`config.mk`:
```
export PLATFORM = sky130hd
export DESIGN_NAME = pe_os_mac_flat
export DESIGN_NICKNAME = d
export VERILOG_FILES = /design/src/rtl/pe_os_mac_if.sv /design/src/rtl/pe_os_mac.sv /design/src/flat_wrapper.sv
export SDC_FILE = /design/constraint.sdc
export NUM_CORES = 1
export LEC_CHECK = 0
export ABC_CLOCK_PERIOD_IN_PS = 9500
export CELL_PAD_IN_SITES_DETAIL_PLACEMENT = 1
export CELL_PAD_IN_SITES_GLOBAL_PLACEMENT = 2
export CORE_MARGIN = 8
export CORE_UTILIZATION = 32
export CTS_BUF_LIST = sky130_fd_sc_hd__clkbuf_16
export DETAILED_ROUTE_END_ITERATION = 10
export PLACE_DENSITY = 0.88
export SYNTH_ARGS = -nofsm -noshare
export SYNTH_HDL_FRONTEND = slang
export SYNTH_SLANG_ARGS = --single-unit
```
`constraint.sdc`:
```
create_clock -name clk -period 9.5 [get_ports clk]
set_input_delay 1.9 -clock clk [delete_from_list [all_inputs] [get_ports clk]]
set_output_delay 1.9 -clock clk [all_outputs]
set_load 0.02 [all_outputs]
```
`src/rtl/pe_os_mac_if.sv`:
```
// -----------------------------------------------------------------------------
// pe_os_mac_if
// Bundle of every non-clock/non-reset signal of one output-stationary MAC PE.
//   slave  : the PE's own view (operands, control and drain inputs in;
//            forwarded operands, drain data, result and status out).
//   master : the view of whatever drives the PE (controller, neighbours, bench).
// Parameters must match those of the pe_os_mac instance the interface connects.
// -----------------------------------------------------------------------------
interface pe_os_mac_if #(
    parameter int DATA_W = 8,
    parameter int ACC_W  = 24,
    parameter int K_W    = 8
);
    // Operand flow
    logic [DATA_W-1:0] top_in;
    logic              top_valid_in;
    logic [DATA_W-1:0] left_in;
    logic              left_valid_in;
    logic [DATA_W-1:0] bottom_out;
    logic              bottom_valid_out;
    logic [DATA_W-1:0] right_out;
    logic              right_valid_out;
    // Tile control
    logic              clear;
    logic [K_W-1:0]    k_len;
    logic              signed_mode;
    // Drain chain
    logic              drain_shift;
    logic [ACC_W-1:0]  drain_in;
    logic              drain_valid_in;
    logic [ACC_W-1:0]  drain_out;
    logic              drain_valid_out;
    // Result and status
    logic [ACC_W-1:0]  res;
    logic              busy;
    logic              done;
    logic              ovf;
    logic              err;

    modport slave (
        input  top_in, top_valid_in, left_in, left_valid_in,
        input  clear, k_len, signed_mode,
        input  drain_shift, drain_in, drain_valid_in,
        output bottom_out, bottom_valid_out, right_out, right_valid_out,
        output drain_out, drain_valid_out,
        output res, busy, done, ovf, err
    );

    modport master (
        output top_in, top_valid_in, left_in, left_valid_in,
        output clear, k_len, signed_mode,
        output drain_shift, drain_in, drain_valid_in,
        input  bottom_out, bottom_valid_out, right_out, right_valid_out,
        input  drain_out, drain_valid_out,
        input  res, busy, done, ovf, err
    );
endinterface

```
`src/rtl/pe_os_mac.sv`:
```
// -----------------------------------------------------------------------------
// pe_os_mac
// Output-stationary multiply-accumulate processing element for a systolic grid.
// Forwards operands right/down with one cycle of latency, accumulates k_len
// products per tile (signed or unsigned), pulses done on completion and shifts
// the finished result out through a per-column drain chain.
//
// Ports:
//   clk    : single clock, rising edge
//   reset  : synchronous, active-high
//   bus    : pe_os_mac_if.slave (operands, forwarded operands, tile control,
//            drain chain, res/busy/done/ovf/err)
//
// Build option:
//   PE_SAT_EN defined   -> overflowing adds clamp to the representable limit
//   PE_SAT_EN undefined -> overflowing adds wrap modulo 2^ACC_W
//   ovf is set on overflow in both builds.
// -----------------------------------------------------------------------------
module pe_os_mac #(
    parameter int DATA_W = 8,
    parameter int ACC_W  = 24,
    parameter int K_W    = 8
) (
    input  logic        clk,
    input  logic        reset,
    pe_os_mac_if.slave  bus
);

    typedef enum logic [1:0] {
        S_IDLE  = 2'd0,
        S_ACCUM = 2'd1,
        S_HOLD  = 2'd2,
        S_PASS  = 2'd3
    } state_t;

    state_t             r_state;
    logic [ACC_W-1:0]   r_acc;
    logic [K_W-1:0]     r_cnt;
    logic [K_W-1:0]     r_k_len;
    logic               r_signed;
    logic               r_busy;
    logic               r_done;
    logic               r_ovf;
    logic               r_err;
    logic [DATA_W-1:0]  r_bottom;
    logic               r_bottom_v;
    logic [DATA_W-1:0]  r_right;
    logic               r_right_v;
    logic [ACC_W-1:0]   r_drain;
    logic               r_drain_v;

    logic                w_fire;
    logic                w_mode;
    logic [2*DATA_W-1:0] w_top_x;
    logic [2*DATA_W-1:0] w_left_x;
    logic [2*DATA_W-1:0] w_prod;
    logic [ACC_W:0]      w_prod_x;
    logic [ACC_W:0]      w_acc_x;
    logic [ACC_W:0]      w_sum;
    logic                w_ovf;
    logic [ACC_W-1:0]    w_acc_next;
    logic [K_W-1:0]      w_cnt_inc;

    // Datapath: one extra bit of headroom makes the exact sum visible so
    // overflow can be judged under the tile's signedness.
    always_comb begin
        // NOTE: every signal assigned here gets a value on every path, starting
        // with these defaults, so no latch is inferred.
        w_acc_next = '0;
        w_fire     = bus.top_valid_in & bus.left_valid_in;
        // The clear cycle must use the mode it is latching, not the stale one.
        w_mode     = bus.clear ? bus.signed_mode : r_signed;
        // Sign/zero-extend operands to the product width; the low 2*DATA_W bits
        // of the wide product are then the correct product in either mode.
        w_top_x    = {{DATA_W{w_mode & bus.top_in[DATA_W-1]}}, bus.top_in};
        w_left_x   = {{DATA_W{w_mode & bus.left_in[DATA_W-1]}}, bus.left_in};
        w_prod     = w_top_x * w_left_x;
        w_prod_x   = {{(ACC_W+1-2*DATA_W){w_mode & w_prod[2*DATA_W-1]}}, w_prod};
        w_acc_x    = {r_signed & r_acc[ACC_W-1], r_acc};
        w_sum      = w_acc_x + w_prod_x;
        w_ovf      = r_signed ? (w_sum[ACC_W] ^ w_sum[ACC_W-1]) : w_sum[ACC_W];
        w_cnt_inc  = r_cnt + K_W'(1);
`ifdef PE_SAT_EN
        if (w_ovf) begin
            if (!r_signed)
                w_acc_next = {ACC_W{1'b1}};
            else if (w_sum[ACC_W])
                w_acc_next = {1'b1, {(ACC_W-1){1'b0}}};
            else
                w_acc_next = {1'b0, {(ACC_W-1){1'b1}}};
        end else begin
            w_acc_next = w_sum[ACC_W-1:0];
        end
`else
        w_acc_next = w_sum[ACC_W-1:0];
`endif
    end

    always_ff @(posedge clk) begin
        // NOTE: sequential state uses non-blocking assignments so every
        // register samples pre-edge values regardless of statement order.
        if (reset) begin
            r_state    <= S_IDLE;
            r_acc      <= '0;
            r_cnt      <= '0;
            r_k_len    <= '0;
            r_signed   <= 1'b0;
            r_busy     <= 1'b0;
            r_done     <= 1'b0;
            r_ovf      <= 1'b0;
            r_err      <= 1'b0;
            r_bottom   <= '0;
            r_bottom_v <= 1'b0;
            r_right    <= '0;
            r_right_v  <= 1'b0;
            r_drain    <= '0;
            r_drain_v  <= 1'b0;
        end else begin
            // Operand forwarding is unconditional, bubbles included.
            r_bottom   <= bus.top_in;
            r_bottom_v <= bus.top_valid_in;
            r_right    <= bus.left_in;
            r_right_v  <= bus.left_valid_in;
            r_done     <= 1'b0;

            // Drain uses the pre-clear accumulator when it coincides with clear.
            if (bus.drain_shift) begin
                if (r_state == S_HOLD) begin
                    r_drain   <= r_acc;
                    r_drain_v <= 1'b1;
                end else begin
                    r_drain   <= bus.drain_in;
                    r_drain_v <= bus.drain_valid_in;
                end
            end

            if (bus.clear) begin
                r_k_len  <= bus.k_len;
                r_signed <= bus.signed_mode;
                r_ovf    <= 1'b0;
                r_err    <= 1'b0;
                if (bus.k_len == '0) begin
                    r_acc   <= '0;
                    r_cnt   <= '0;
                    r_state <= S_HOLD;
                    r_busy  <= 1'b0;
                    r_done  <= 1'b1;
                end else if (w_fire) begin
                    // The product always fits because ACC_W >= 2*DATA_W.
                    r_acc <= w_prod_x[ACC_W-1:0];
                    r_cnt <= K_W'(1);
                    if (bus.k_len == K_W'(1)) begin
                        r_state <= S_HOLD;
                        r_busy  <= 1'b0;
                        r_done  <= 1'b1;
                    end else begin
                        r_state <= S_ACCUM;
                        r_busy  <= 1'b1;
                    end
                end else begin
                    r_acc   <= '0;
                    r_cnt   <= '0;
                    r_state <= S_ACCUM;
                    r_busy  <= 1'b1;
                end
            end else begin
                case (r_state)
                    S_ACCUM: begin
                        if (bus.top_valid_in ^ bus.left_valid_in)
                            r_err <= 1'b1;
                        if (w_fire) begin
                            r_acc <= w_acc_next;
                            r_cnt <= w_cnt_inc;
                            if (w_ovf)
                                r_ovf <= 1'b1;
                            if (w_cnt_inc == r_k_len) begin
                                r_state <= S_HOLD;
                                r_busy  <= 1'b0;
                                r_done  <= 1'b1;
                            end
                        end
                    end
                    S_HOLD: begin
                        if (bus.drain_shift)
                            r_state <= S_PASS;
                    end
                    default: ;
                endcase
            end
        end
    end

    assign bus.bottom_out       = r_bottom;
    assign bus.bottom_valid_out = r_bottom_v;
    assign bus.right_out        = r_right;
    assign bus.right_valid_out  = r_right_v;
    assign bus.drain_out        = r_drain;
    assign bus.drain_valid_out  = r_drain_v;
    assign bus.res              = r_acc;
    assign bus.busy             = r_busy;
    assign bus.done             = r_done;
    assign bus.ovf              = r_ovf;
    assign bus.err              = r_err;

endmodule
```
`src/flat_wrapper.sv`:
```
// flat-port wrapper written by rule: the top's interface ports become plain ports
module pe_os_mac_flat 
#(
    parameter int DATA_W = 8,
    parameter int ACC_W  = 24,
    parameter int K_W    = 8
)
  (clk, reset, bus_top_in, bus_top_valid_in, bus_left_in, bus_left_valid_in, bus_clear, bus_k_len, bus_signed_mode, bus_drain_shift, bus_drain_in, bus_drain_valid_in, bus_bottom_out, bus_bottom_valid_out, bus_right_out, bus_right_valid_out, bus_drain_out, bus_drain_valid_out, bus_res, bus_busy, bus_done, bus_ovf, bus_err);
  pe_os_mac_if #(.DATA_W(DATA_W), .ACC_W(ACC_W), .K_W(K_W)) bus_i ();
  input  logic clk;
  input  logic reset;
  input wire logic [$bits(bus_i.top_in)-1:0] bus_top_in;
  input wire logic [$bits(bus_i.top_valid_in)-1:0] bus_top_valid_in;
  input wire logic [$bits(bus_i.left_in)-1:0] bus_left_in;
  input wire logic [$bits(bus_i.left_valid_in)-1:0] bus_left_valid_in;
  input wire logic [$bits(bus_i.clear)-1:0] bus_clear;
  input wire logic [$bits(bus_i.k_len)-1:0] bus_k_len;
  input wire logic [$bits(bus_i.signed_mode)-1:0] bus_signed_mode;
  input wire logic [$bits(bus_i.drain_shift)-1:0] bus_drain_shift;
  input wire logic [$bits(bus_i.drain_in)-1:0] bus_drain_in;
  input wire logic [$bits(bus_i.drain_valid_in)-1:0] bus_drain_valid_in;
  output wire logic [$bits(bus_i.bottom_out)-1:0] bus_bottom_out;
  output wire logic [$bits(bus_i.bottom_valid_out)-1:0] bus_bottom_valid_out;
  output wire logic [$bits(bus_i.right_out)-1:0] bus_right_out;
  output wire logic [$bits(bus_i.right_valid_out)-1:0] bus_right_valid_out;
  output wire logic [$bits(bus_i.drain_out)-1:0] bus_drain_out;
  output wire logic [$bits(bus_i.drain_valid_out)-1:0] bus_drain_valid_out;
  output wire logic [$bits(bus_i.res)-1:0] bus_res;
  output wire logic [$bits(bus_i.busy)-1:0] bus_busy;
  output wire logic [$bits(bus_i.done)-1:0] bus_done;
  output wire logic [$bits(bus_i.ovf)-1:0] bus_ovf;
  output wire logic [$bits(bus_i.err)-1:0] bus_err;
  assign bus_i.top_in = bus_top_in;
  assign bus_i.top_valid_in = bus_top_valid_in;
  assign bus_i.left_in = bus_left_in;
  assign bus_i.left_valid_in = bus_left_valid_in;
  assign bus_i.clear = bus_clear;
  assign bus_i.k_len = bus_k_len;
  assign bus_i.signed_mode = bus_signed_mode;
  assign bus_i.drain_shift = bus_drain_shift;
  assign bus_i.drain_in = bus_drain_in;
  assign bus_i.drain_valid_in = bus_drain_valid_in;
  assign bus_bottom_out = bus_i.bottom_out;
  assign bus_bottom_valid_out = bus_i.bottom_valid_out;
  assign bus_right_out = bus_i.right_out;
  assign bus_right_valid_out = bus_i.right_valid_out;
  assign bus_drain_out = bus_i.drain_out;
  assign bus_drain_valid_out = bus_i.drain_valid_out;
  assign bus_res = bus_i.res;
  assign bus_busy = bus_i.busy;
  assign bus_done = bus_i.done;
  assign bus_ovf = bus_i.ovf;
  assign bus_err = bus_i.err;
  pe_os_mac #(.DATA_W(DATA_W), .ACC_W(ACC_W), .K_W(K_W)) u_core (.clk(clk), .reset(reset), .bus(bus_i));
endmodule
```
### Word level (Yosys, flattened, before mapping)

Index checks and enable logic that the tools add are counted.
W data, S select, Z words.

| operators by class | value |
|---|---|
| add/sub/neg operators | 2 |
| $mul | 1 |
| equality and inequality tests | 7 |
| mux-type cells | 36 |
| bitwise gates (word level) | 7 |
| reduce and logical (&&, ||, !) cells | 11 |

Operators by type and width:

| cell | number |
|---|---|
| $mux W24 | 6 |
| $mux W8 | 4 |
| $add A25 B25 Y25 | 1 |
| $mux W1 | 18 |
| $mul A9 B9 Y16 | 1 |
| $mux W2 | 7 |
| $add A8 B1 Y8 const B | 1 |
| $eq A8 B1 Y1 const B | 1 |
| $eq A8 B8 Y1 | 1 |
| $logic_not A8 Y1 | 1 |
| $ne A3 B2 Y1 const B | 2 |
| $reduce_and A3 Y1 | 2 |
| $reduce_bool A2 Y1 | 3 |
| $and A1 B1 Y1 | 5 |
| $pmux W2 S2 | 1 |
| $reduce_and A2 Y1 | 2 |
| $reduce_and A4 Y1 | 1 |
| $ne A3 B3 Y1 const B | 1 |
| $reduce_bool A3 Y1 | 1 |
| $eq A2 B1 Y1 const B | 1 |
| $eq A2 B2 Y1 const B | 1 |
| $reduce_or A2 Y1 | 1 |
| $xor A1 B1 Y1 | 2 |

| storage, ports and cells | value |
|---|---|
| bits in registers | 90 |
| input port bits | 56 |
| output and inout bits | 71 |
| logic and storage cells | 79 |

### Depth between registers and ports, before layout

Gate-level depths: netlist of run 1.

| logic depth | value |
|---|---|
| word-level depth | 8 |
| depth in mapped cells | 30 |

### Worst setup path after synthesis of run 1

OpenSTA, ideal clock, no wires.

| timing path | value |
|---|---|
| kind | input -> register |
| from | in bus_clear |
| to | reg u_core.r_acc[21] (netlist: u_core.bus.res[21]) |
| setup time | 86 ps |
| arrival time | 8,551 ps |
| required time | 9,414 ps |
| path slack | 863 ps |
| stages | 29 |
| path buffers | 2 |
| cell sequence | o21ai_2 buf_2 nand2_1 or2_2 fa_1 fa_1 inv_1 fa_1 fa_1 inv_1 fa_1 inv_1 ha_1 o21a_1 o31a_1 o211ai_1 a21oi_1 xnor2_2 buf_4 ha_1 nand2_1 nor2_1 nand2_1 o211ai_1 a31o_2 a21bo_2 o221ai_1 a21oi_1 a211oi_1 |

| on the way | value |
|---|---|
| word-level cells in the longest chain between the ends | 8 |
| elaborated cells between the ends (all ways) | 14 |
| those cells by class | 1 x add/sub; 1 x mul; 6 x mux; 3 x bitwise; 3 x reduce/logical |

RTL lines:

| item | RTL line | text |
|---|---|---|
| start: declaration | flat_wrapper.sv:16 | `input wire logic [$bits(bus_i.clear)-1:0] bus_clear;` |
| $mux W1 | - |  |
| $and A1 B1 Y1 (on tied branches) | pe_os_mac.sv:75, pe_os_mac.sv:76 |  |
| $mul A9 B9 Y16 | pe_os_mac.sv:77 | `w_prod = w_top_x * w_left_x;` |
| $and A1 B1 Y1 | pe_os_mac.sv:78 | `w_prod_x = {{(ACC_W+1-2*DATA_W){w_mode & w_prod[2*DATA_W-1]}}, w_prod};` |
| $add A25 B25 Y25 | pe_os_mac.sv:80 | `w_sum = w_acc_x + w_prod_x;` |
| $mux W24 | pe_os_mac.sv:171 | `if (w_fire) begin` |
| $mux W24 | pe_os_mac.sv:167 | `case (r_state)` |
| $mux W24 | pe_os_mac.sv:137 | `if (bus.clear) begin` |
| end signal: assignment | pe_os_mac.sv:150 | `r_acc <= w_prod_x[ACC_W-1:0];` |
| end signal: assignment | pe_os_mac.sv:172 | `r_acc <= w_acc_next;` |
| end: declaration | pe_os_mac.sv:37 | `logic [ACC_W-1:0] r_acc;` |

Several ways; a longest one is shown, not always the timed one. The select of a mux whose other input is x is not followed.
A chain may end at the register's enable or synchronous reset.

### Worst setup path in the final report of run 1

| timing path | value |
|---|---|
| from | in bus_clear |
| to | reg u_core.r_acc[23] (netlist: u_core.bus.res[23]) |

Same word-level chain as after synthesis.

==> results of run 1 <==
## flip-flops by register name, indices dropped and copies added, names as in the netlist, 2 cells and up
register	count
u_core.bus.drain_out	24
u_core.bus.res	24
u_core.bus.bottom_out	8
u_core.bus.right_out	8
u_core.r_cnt	8
u_core.r_k_len	8
u_core.r_state	2
## placed cells by master, fill, tap and decap left out, types with 15 or more instances in the layout
cell type / Yosys / layout
nand2_1: 111 / 111
inv_1: 87 / 87
nor2_1: 91 / 90
clkdlybuf4s50_1: 0 / 124
xnor2_1: 30 / 30
ha_1: 51 / 51
nor2b_1: 23 / 23
dfxtp_1: 90 / 90
xor2_1: 15 / 15
a311oi_1: 25 / 25
and2_1: 37 / 37
fa_1: 64 / 64
a21oi_1: 31 / 31
## per-stage QoR
| stage | total power [mW] | hold slack [ns] |
|---|---|---|
| after floorplan | 1.50 | 0.466 |
| after global placement | 1.82 | 0.469 |
| after detailed placement | 1.85 | 0.473 |
| after CTS | 2.26 | 0.493 |
| after global routing | 2.45 | 0.509 |
| final | 2.24 | 0.488 |
## metal layers
metal / global-route usage, % / wire length, um
met1: 19.7 / 9920
met2: 29.4 / 11300
met3: 3.16 / 736
met4: 4.74 / 410
met5: 0 / 0
## layout make-up
| cell class | count | area (sq um) | area share (%) |
|---|---|---|---|
| tap | 285 | 357 | 3.85 |
| timing repair buffer | 140 | 1360 | 14.7 |
| clock buffer | 9 | 225 | 2.43 |
| inverter | 87 | 327 | 3.53 |
| multi-input combinational | 647 | 5100 | 55.1 |
| clock inverter | 7 | 92.6 | 1.00 |
| sequential | 90 | 1800 | 19.5 |
## cell families after synthesis
kind of cell             count (synthesis)  share of synthesized area, %
AO/OA/AOI/OAI                          148                          14.8
buffers and inverters                  133                          6.96
adder cells (fa/ha/maj)                115                          25.9
AND/OR/NAND/NOR                        326                          20.9
flip-flops                              90                          24.3
multiplexers                            12                          1.62
XOR/XNOR                                46                          5.54
## final timing paths
kind,startpoint,endpoint,slack (ns),cells past startpoint
hold reg to reg,u_core.bus.drain_out[22],u_core.bus.drain_out[22],0.49,2
hold / removal,u_core.bus.drain_out[22],u_core.bus.drain_out[22],0.49,2
setup / recovery,bus_clear,u_core.bus.res[23],0.61,28
setup reg to reg,u_core.r_signed,u_core.bus.res[23],2.22,28
## critical path, cell delays in order
cell             delay, ns
clkdlybuf4s50_1       0.46
o21ai_2               0.38
nand2_1               0.15
or2_2                 0.31
fa_1                  0.50
fa_1                  0.54
inv_1                 0.05
fa_1                  0.50
fa_1                  0.54
inv_1                 0.05
fa_1                  0.53
inv_1                 0.05
ha_1                  0.34
nor2b_1               0.15
o21a_1                0.18
o21ai_0               0.29
o21ai_0               0.17
xor2_1                0.18
ha_1                  0.36
nand2_1               0.09
nor2_1                0.18
nand2_1               0.08
o211ai_1              0.13
a31o_2                0.23
a21bo_2               0.28
o22ai_1               0.15
mux2i_1               0.12
a211oi_1              0.25
## where the power goes
group,total (mW),internal (mW),switching (mW)
logic,1.39,0.609,0.786
registers,0.451,0.411,0.0407
clock network,0.396,0.212,0.184
total,2.24,1.23,1.01
==> impl_metrics.yaml, run 1 <==
status:
  status: "complete, no violations"
job:
  maxCapViolCount: 0
floorplan:
  die_w_um: 168
  row_count: 55
  die_area_sq_mm: 0.0283
  start_util_pct: 32.6
  dieHeight_um: 168
  io_pins: 127
  fp.coreArea_sq_mm: 0.0227
timing:
  tightest_slew_ns: 1.16
  fin_ws_ns: 0.613
  setup_violations: 0
  hold_viol: 0
  maxSlewViolCount: 0
  fmax_mhz: 113
  finalSetupTns_ns: 0
  rsz0062_at_grt: "no"
  min_period_ns: 8.89
  fin_skew_ns: 0.0103
  min_period_over_period_pct: 93.5
  slew_headroom_pct: 22.4
clock_tree:
  path_clk_slew_ns: 0.07
  h-tree-depth: 3
  cts_tree: "yes"
  worstSkewPairLatency_ns: 0.36
  max-clock-path-buffers: 2
  cts_buffers: 9
  cts.sinks: 90
  ctsResizeCount: 0
  cts_setup_buffers: 0
  ctsHoldBuffers: 0
  clock-root-buffer: "clkbuf_16"
route:
  ant_nets: 0
  routed_wl_mm: 22.4
  first_pass_iters: 5
  vias: 6465
  viasPerCell: 5.11
  first_iter_violations: 233
  drt-wirelength-per-cell_um: 17.7
  remaining_drc_errors: 0
yosys:
  seq_area_frac_synth_pct: 24.3
  yosysMostFrequentCell: "nand2_1"
  syn_area_sq_mm: 0.00741
  yosys_warnings: 0
  synth_edf_count: 0
  synth_common_cells: "nand2_1, nor2_1, dfxtp_1"
  synth_top_cell_by_area: "dfxtp_1"
  synth_nets: 1041
  ys_seq_elements: 90
  synthTopCellsByArea: "dfxtp_1, fa_1, ha_1"
  synth-async-reset-ratio_pct: 0
  yosys.area.top_type_share_pct: 24.3
  synth-main-ff-cell: "dfxtp_1"
  synth_cell_types: 63
  synth.avg_cell_area_sq_um: 8.52
  synth_cells: 870
power:
  p_leak_nw: 3.96
  p_per_area_mw_per_mm2: 242
  vdd_drop_max_mv: 0.115
min_path:
  hold_path.class: "reg -> reg"
place:
  dp_hpwl_mm: 16.8
  numPortBuffers: 126
  gp_congestion: 0.792
  dpl.cell_count: 1249
  place_area_sq_mm: 0.00894
  dp_slack_ns: 0.276
layout:
  insertedDiodeCount: 0
  syn_to_final_growth_pct: 24.9
  fin_util_pct: 40.8
  nNetsFinal: 1146
  fillCellCount: 2659
  fin_area_sq_mm: 0.00926
  finalNonFillerCells: 1265
  drive_gt1_share_pct: 5.71
global_route:
  antenna_found_initial: 0
  grt_pass1_vias: 7311
  grt_max_degree: 78
  grt.overflow.total: 0
  grtUsageTotal_pct: 16.5
  grt_pass1_wl_mm: 37.8
worst_setup_path:
  crit_path_end_kind: "register"
  worstPathArrival_ns: 9.15
  cp.required_ns: 9.76
  start_kind: "input pin"
  path_max_fanout: 8
  critPathKind: "in -> reg"
Power figures use the tool's default switching activity.
==> inputs of run 2 (changes only) <==
--- a/config.mk
+++ b/config.mk
@@ -6,13 +6,15 @@
 export NUM_CORES = 1
 export LEC_CHECK = 0
 export ABC_CLOCK_PERIOD_IN_PS = 9500
+export CAP_MARGIN = 20
 export CELL_PAD_IN_SITES_DETAIL_PLACEMENT = 1
 export CELL_PAD_IN_SITES_GLOBAL_PLACEMENT = 2
 export CORE_MARGIN = 8
 export CORE_UTILIZATION = 32
 export CTS_BUF_LIST = sky130_fd_sc_hd__clkbuf_16
 export DETAILED_ROUTE_END_ITERATION = 10
-export PLACE_DENSITY = 0.88
+export GPL_ROUTABILITY_DRIVEN = 0
+export PLACE_DENSITY_LB_ADDON = 0.1
 export SYNTH_ARGS = -nofsm -noshare
 export SYNTH_HDL_FRONTEND = slang
 export SYNTH_SLANG_ARGS = --single-unit
==> run 2 against run 1 <==
  * Hold slack lost 0.0029 ns
  * Critical path depth is the same
  * Fmax rose by 1.7%
  * Critical path type unchanged
  * Critical endpoint is now u_core.bus.res[21]
==> impl_metrics.yaml, run 2 (synthesis gave the netlist of run 1 again) <==
timing:
  tightest_slew_ns: 0.920
  finalSetupTns_ns: 0
  hold_viol: 0
  rsz0062_at_grt: "no"
  fin_skew_ns: 0.0165
  maxSlewViolCount: 0
  min_period_over_period_pct: 92.0
  fmax_mhz: 114
  setup_violations: 0
  min_period_ns: 8.74
  slew_headroom_pct: 38.7
layout:
  final_common_cell: "clkdlybuf4s50_1"
  finalNonFillerCells: 1271
  layout_common_cells: "clkdlybuf4s50_1, nand2_1, nor2_1, dfxtp_1, inv_1"
  fin_area_sq_mm: 0.00927
  insertedDiodeCount: 0
  multi_input_area_sq_mm: 0.00510
  fillCellCount: 2699
  syn_to_final_growth_pct: 25.0
  drive_gt1_share_pct: 6.19
  regArea_sq_mm: 0.00180
  nNetsFinal: 1152
clock_tree:
  max-clock-path-buffers: 2
  cts_setup_buffers: 0
  path_clk_slew_ns: 0.08
  ctsResizeCount: 0
  cts.sinks: 90
  cts_tree: "yes"
  clock-root-buffer: "clkbuf_16"
  worstSkewPairLatency_ns: 0.37
  ctsHoldBuffers: 0
  h-tree-depth: 3
  cts_buffers: 9
route:
  vias: 6416
  viasPerCell: 5.05
  remaining_drc_errors: 0
  drt-wirelength-per-cell_um: 17.9
  first_iter_violations: 249
  ant_nets: 0
  first_pass_iters: 7
  routed_wl_mm: 22.7
min_path:
  whs_path_depth: 2
  hold_path.class: "reg -> reg"
  min-delay-start: "u_core.bus.drain_out[7]"
  hold_end: "u_core.bus.drain_out[7]"
worst_setup_path:
  worstPathArrival_ns: 9.02
  start_kind: "input pin"
  critPathKind: "in -> reg"
  r2r_slack_ns: 2.40
  crit_path_end_kind: "register"
  reg2regPathDepth: 28
  cp.required_ns: 9.78
  path_max_fanout: 6
  timing.rr.end: "u_core.bus.res[21]"
  r2r-start: "u_core.r_signed"
power:
  p_per_area_mw_per_mm2: 237
  vdd_drop_max_mv: 0.122
  p_leak_nw: 3.97
place:
  dpl.cell_count: 1255
  place_area_sq_mm: 0.00898
  dp_hpwl_mm: 17.4
  numPortBuffers: 126
global_route:
  grt.overflow.total: 0
  antenna_found_initial: 0
  grt_max_degree: 78
  grt_pass1_vias: 7134
  grt_pass1_wl_mm: 38.0
  grtUsageTotal_pct: 16.7
floorplan:
  fp.coreArea_sq_mm: 0.0227
  die_w_um: 168
  dieHeight_um: 168
  start_util_pct: 32.6
  io_pins: 127
  die_area_sq_mm: 0.0283
  row_count: 55
job:
  maxCapViolCount: 0
status:
  status: "complete, no violations"
## run 2: final cells by class
type | instances | area share [%]
repair buffers | 146 | 15.1
clock inverters | 7 | 0.635
clock buffers | 9 | 2.43
inverters | 87 | 3.52
multi-input cells | 647 | 55.0
flip-flops and latches | 90 | 19.4
well taps | 285 | 3.85
## run 2: power breakdown
group / switching, mW / internal, mW / leakage, nW / total, mW
sequential: 0.0381 / 0.411 / 0.742 / 0.449
combinational: 0.776 / 0.608 / 3.09 / 1.38
clock: 0.183 / 0.183 / 0.138 / 0.365
total: 0.997 / 1.20 / 3.97 / 2.20
## run 2: through the flow
| stage | utilization [%] | power, mW | worst slack [ns] | hold slack (ns) |
|---|---|---|---|---|
| after floorplan | - | 1.50 | 0.863 | 0.466 |
| after detailed placement | 39.6 | 1.85 | 0.350 | 0.471 |
| final | 40.8 | 2.20 | 0.761 | 0.485 |
| after global routing | 40.8 | 2.42 | 0.187 | 0.505 |
| after CTS | 40.8 | 2.23 | 0.720 | 0.493 |
| after global placement | 39.6 | 1.84 | 0.460 | 0.473 |
## run 2: routing by layer
layer / GRT usage, % / routed length, um / vias to the layer above
li1: - / - / 3128
met5: 0 / 0 / -
met3: 2.60 / 660 / 11
met2: 30.7 / 11800 / 71
met1: 20.3 / 10100 / 3206
met4: 3.49 / 187 / 0
## run 2: worst max-delay path, cell delays in order
cell             delay (ns)
clkdlybuf4s50_1        0.46
o21ai_2                0.29
nand2_1                0.13
or2_2                  0.30
fa_1                   0.51
fa_1                   0.55
inv_1                  0.05
fa_1                   0.50
fa_1                   0.54
inv_1                  0.06
fa_1                   0.53
inv_1                  0.04
ha_1                   0.33
nor2b_1                0.15
o21a_1                 0.19
o21ai_0                0.30
o21ai_0                0.17
xor2_1                 0.18
ha_1                   0.37
nand2_1                0.09
nor2_1                 0.16
nand2_1                0.07
o211ai_1               0.13
a31o_2                 0.22
a21bo_2                0.28
o221ai_1               0.17
a21oi_1                0.10
a211oi_1               0.23
## run 2: worst max path at each step
stage                    from            endpoint  slack, ns  depth (start not counted)
finish              bus_clear  u_core.bus.res[21]       0.76                         28
detailed placement  bus_clear  u_core.bus.res[21]       0.35                         28
global placement    bus_clear  u_core.bus.res[21]       0.46                         28
global route        bus_clear  u_core.bus.res[21]       0.19                         28
CTS                 bus_clear  u_core.bus.res[21]       0.72                         28
floorplan           bus_clear  u_core.bus.res[21]       0.86                         29
